File: config.mk
export PLATFORM = sky130hd
export DESIGN_NAME = vsa_mem_responder
export DESIGN_NICKNAME = d
export VERILOG_FILES = /design/src/rtl/vsa_mem_responder.sv
export SDC_FILE = /design/constraint.sdc
export NUM_CORES = 1
export LEC_CHECK = 0
export CORE_MARGIN = 2
export CORE_UTILIZATION = 50
export DETAILED_ROUTE_END_ITERATION = 8
export PLACE_DENSITY = 0.66
export SETUP_SLACK_MARGIN = 0.02
export SLEW_MARGIN = 10
export SYNTH_ARGS = -nofsm -noshare
export SYNTH_HDL_FRONTEND = slang
export SYNTH_SLANG_ARGS = --single-unit
File: constraint.sdc
create_clock -name clock -period 4.7 [get_ports clock]
set_input_delay 1.41 -clock clock [delete_from_list [all_inputs] [get_ports clock]]
set_output_delay 1.41 -clock clock [all_outputs]
set_load 0.02 [all_outputs]
File: src/rtl/vsa_mem_responder.sv
// vsa_mem_responder
//   Memory-side responder for the 12-bit very-simple-architecture CPU. It holds a
//   32x12 instruction store and a 32x5 data store. A LOAD/RUN mode machine lets a
//   host stream a program into the instruction store before the CPU executes.
//
// Ports
//   clock        master clock, all state updates on posedge
//   reset_n      synchronous active-low reset
//   PC           CPU instruction address
//   instruction  registered instruction word (NOP_WORD while loading)
//   ALUOutput    CPU data address
//   datain       read data to CPU, combinational from the data store
//   dataout      write data from CPU
//   wr           CPU data write strobe (ignored while loading)
//   load_valid   host program word valid
//   load_ready   responder accepts a program word (LOAD mode)
//   load_data    host program word
//   load_last    marks the final program word
//   running      high in RUN mode
//   wr_count     saturating count of accepted CPU data writes
module vsa_mem_responder #(
  parameter logic [11:0] NOP_WORD = 12'h600,
  parameter int unsigned CNT_W    = 8
) (
  input  logic             clock,
  input  logic             reset_n,
  input  logic [4:0]       PC,
  output logic [11:0]      instruction,
  input  logic [4:0]       ALUOutput,
  output logic [4:0]       datain,
  input  logic [4:0]       dataout,
  input  logic             wr,
  input  logic             load_valid,
  output logic             load_ready,
  input  logic [11:0]      load_data,
  input  logic             load_last,
  output logic             running,
  output logic [CNT_W-1:0] wr_count
);

  localparam int unsigned Depth = 32;

  typedef enum logic [0:0] {StLoad, StRun} state_e;

  state_e           state_q, state_d;
  logic [4:0]       load_ptr_q;
  logic [11:0]      imem_q [Depth];
  logic [4:0]       dmem_q [Depth];
  logic [11:0]      instruction_q;
  logic [CNT_W-1:0] wr_count_q;

  logic load_accept;
  logic data_write;

  assign load_accept = (state_q == StLoad) && load_valid;
  assign data_write  = (state_q == StRun) && wr;

  // The pointer reaching the last entry ends the load even without load_last, so a
  // second pass can never overwrite the start of the program.
  always_comb begin
    state_d = state_q;
    unique case (state_q)
      StLoad: if (load_accept && (load_last || (load_ptr_q == 5'd31))) state_d = StRun;
      StRun:  state_d = StRun;
      default: state_d = StLoad;
    endcase
  end

  always_ff @(posedge clock) begin
    if (!reset_n) begin
      state_q    <= StLoad;
      load_ptr_q <= 5'd0;
    end else begin
      state_q <= state_d;
      if (load_accept) begin
        load_ptr_q <= load_ptr_q + 5'd1;
      end
    end
  end

  always_ff @(posedge clock) begin
    if (!reset_n) begin
      for (int i = 0; i < Depth; i++) begin
        imem_q[i] <= NOP_WORD;
      end
    end else if (load_accept) begin
      imem_q[load_ptr_q] <= load_data;
    end
  end

  // The final load write lands on the same edge that enters RUN, so the first RUN
  // fetch one edge later already sees it.
  always_ff @(posedge clock) begin
    if (!reset_n) begin
      instruction_q <= NOP_WORD;
    end else if (state_q == StRun) begin
      instruction_q <= imem_q[PC];
    end else begin
      instruction_q <= NOP_WORD;
    end
  end

  always_ff @(posedge clock) begin
    if (!reset_n) begin
      for (int i = 0; i < Depth; i++) begin
        dmem_q[i] <= 5'd0;
      end
    end else if (data_write) begin
      dmem_q[ALUOutput] <= dataout;
    end
  end

  always_ff @(posedge clock) begin
    if (!reset_n) begin
      wr_count_q <= '0;
    end else if (data_write && (wr_count_q != '1)) begin
      wr_count_q <= wr_count_q + CNT_W'(1);
    end
  end

  // Read is asynchronous: a same-cycle write only becomes visible after the edge.
  assign datain      = dmem_q[ALUOutput];
  assign instruction = instruction_q;
  assign wr_count    = wr_count_q;
  assign running     = (state_q == StRun);
  assign load_ready  = (state_q == StLoad);

endmodule

==> impl_metrics.csv <==
group,metric,value,unit
grt,antenna_found_initial,2,
power,power,11.3,mW
cells_and_area,fillers,3976,
floorplanning,core,0.0516,sq mm
setup_path,arrival,3.21,ns
sta,rsz0062_at_grt,"no",
clock_network,holdBufCountCts,0,
logic_synthesis,syn-num-nets,1843,
placed_design,gp_congestion,0.886,
clock_network,cts_buffer_depth,3,
setup_path,ff2ff_setup_slack,2.27,ns
power,p_per_area,383,mW/mm^2
setup_path,critPathKind,"in -> out",
setup_path,worstPathRequired,3.29,ns
floorplanning,die_area,0.0543,sq mm
logic_synthesis,synth.area.top_cells,"edfxtp_1 62%, mux4_2 9.5%, and2_1 7.9%, and3_1 3.9%, mux2i_1 2.9%",
sta,worst_pin_slew,1.09,ns
placed_design,dp_hpwl,40400,um
grt,grt_max_degree,52,
power,p_seq_share,50.9,%
logic_synthesis,synth_edf_count,544,
placed_design,dp_cells,2460,
detailed_routing,drc,0,
sta,skew,0.0369,ns
detailed_routing,ant_nets,0,
logic_synthesis,async_flop_share,0,%
sta,setup_viol,0,
cells_and_area,area_delta_synth_final,13.0,%
clock_network,cts_setup_buffers,0,
logic_synthesis,yosysWarningCount,0,
setup_path,startpoint,"ALUOutput[0]",
power,swShare,22.0,%
floorplanning,die_w,233,um
power,p_int,8.84,mW
cells_and_area,final_common_cell,"edfxtp_1",
logic_synthesis,syn_inst,1805,
power,pwr-share-comb,6.5,%
sta,hold_violations,0,
clock_network,cts_sinks,570,
logic_synthesis,synthFlopType,"edfxtp_1",
power,ir_drop,0.288,mV
clock_network,htree_levels,2,
grt,grt_usage,23.7,%
floorplanning,pin_count,59,
power,leakagePower,11.0,nW
floorplanning,initial_core_util,50.8,%
run_status,outcome,"finished, final reports clean",
logic_synthesis,ys_ff_latch,570,
floorplanning,placementRows,83,
power,clkPwrFrac,42.6,%
logic_synthesis,synth_top_area_share,62.3,%
clock_network,cts_buffers,59,
clock_network,cts_tree,"yes",
cells_and_area,layout-drive-gt1-share,16.2,%
detailed_routing,drt_iter0_drc,1741,
hold_path,hold_path.startpoint,"wr_count[5]",
power,p_switching,2.50,mW
detailed_routing,num_vias,15400,
logic_synthesis,seq_area_frac_synth,64.3,%
detailed_routing,totalWireLength,62700,um
logic_synthesis,syn_area,0.0262,sq mm
sta,period_share,98.2,%
cells_and_area,finalNonFillerCells,2573,
sta,clock.fmax,0.217,GHz
placed_design,numPortBuffers,58,
detailed_routing,viasPerCell,5.98,
logic_synthesis,synth.largest_area_cell,"edfxtp_1",
setup_path,reg2reg_from,"running",
clock_network,clk_pin_slew_worst_paths,0.06,ns
grt,grt_pass1_vias,15200,
floorplanning,die_h,233,um
detailed_routing,wl_per_cell,24.4,um
grt,grt_first_pass_wirelength,95500,um
hold_path,hold_class,"reg -> reg",
job,maxCapViolCount,0,
detailed_routing,dr.pass1.iters,5,
setup_path,cp-start-kind,"input pin",
cells_and_area,most-common-layout-cells,"544 x edfxtp_1, 329 x and2_1, 162 x and3_1, 110 x mux4_2, 88 x buf_4",
logic_synthesis,synth_cell_types,45,
sta,drv_slew,0,
clock_network,clk_latency,0.64,ns
logic_synthesis,avgSynthCellArea,14.5,sq um
sta,fin_crit,4.62,ns
setup_path,path_max_fanout,15,
sta,maxSlewHeadroom,26.9,%
grt,grt_overflow,0,
clock_network,cts_root_buf,"clkbuf_16",
cells_and_area,nNetsFinal,1879,
setup_path,cp-end-kind,"primary output",
[critical path, cell delays in order]
cell and delay (ns):
buf_2 0.20, buf_12 0.20, mux4_2 0.53, a22oi_1 0.27
nand4_1 0.21, dlygate4sd2_1 0.38
[cell type report]
| cell class | instances | area, sq um | area share (%) |
|---|---|---|---|
| sequential | 570 | 16900 | 56.9 |
| multi-input combinational | 1055 | 8570 | 28.9 |
| clock buffer | 75 | 1620 | 5.46 |
| timing repair buffer | 151 | 1330 | 4.50 |
| tap | 680 | 851 | 2.87 |
| clock inverter | 36 | 382 | 1.29 |
| inverter | 4 | 15.0 | 0.0507 |
| antenna | 2 | 5.00 | 0.0169 |
[cell usage after synthesis, drive strengths merged (5+ instances only)]
cell and n:
and3 162, a221o 10, edfxtp 544, a22oi 46, o21ai 44, dfxtp 26, and2 329, a221oi 10
nand3 8, a21boi 5, nor2b 9, nor2 41, xnor2 5, nor3b 6, or3 66, mux2i 75
clkbuf 137, a31oi 10, nand2 77, a21oi 8, nand4 6, buf 39, mux4 110, ha 6
[metrics by stage]
stage	setup TNS [ns]	setup WS, ns	instance area, sq um	hold WS, ns	util (%)
6_report	0	0.0838	29600	0.533	57.4
5_1_grt	0	0.0523	29600	0.569	57.4
4_1_cts	0	0.0951	29600	0.538	57.4
3_5_place_dp	-0.400	-0.111	27600	0.517	53.5
3_3_place_gp	-0.364	-0.104	27600	0.494	53.5
2_1_floorplan	0	0.424	26200	0.559	-
[worst paths after layout]
path / to / depth (start not counted)
max reg2reg: dmem_q[16][3] / 5
min reg2reg: wr_count[5] / 2
min: wr_count[5] / 2
max: datain[4] / 6
[logic make-up after synthesis]
logic type,count (synthesis),synth area share [%]
adders and majority gates,6,0.286
muxes,185,12.3
and+or+nand+nor,719,16.1
DFF,570,64.3
xor gates and xnor gates,5,0.167
AOI/OAI and AO/OA,140,3.70
buffers and inverters,180,3.13
[state kept, by name, summed over array words and instances, names as in the netlist]
name,flops
load_ptr_q,5
running,1
instruction,12
wr_count,8
dmem_q,160
imem_q,384
[repair_timing]
action / in CTS / in global routing
endpoints found under the setup margin: 5 / 0
gates resized for setup: 6 / 0
endpoints found under the hold margin: 0 / 0
[power groups by stage]
stage	clock network, mW	registers [mW]	logic (mW)
2_1_floorplan	0	5.84	0.453
3_3_place_gp	0	5.87	0.730
3_5_place_dp	0	5.87	0.744
4_1_cts	4.88	5.77	0.743
5_1_grt	5.07	5.77	0.787
6_report	4.83	5.76	0.739
[routing by layer]
metal  global-route usage [%]  routed length, um
met1                     33.4              26400
met3                     3.86               4560
met5                        0                  0
met4                     6.65               1580
met2                     38.1              30200
No activity file was read; power rests on OpenSTA's default activity.
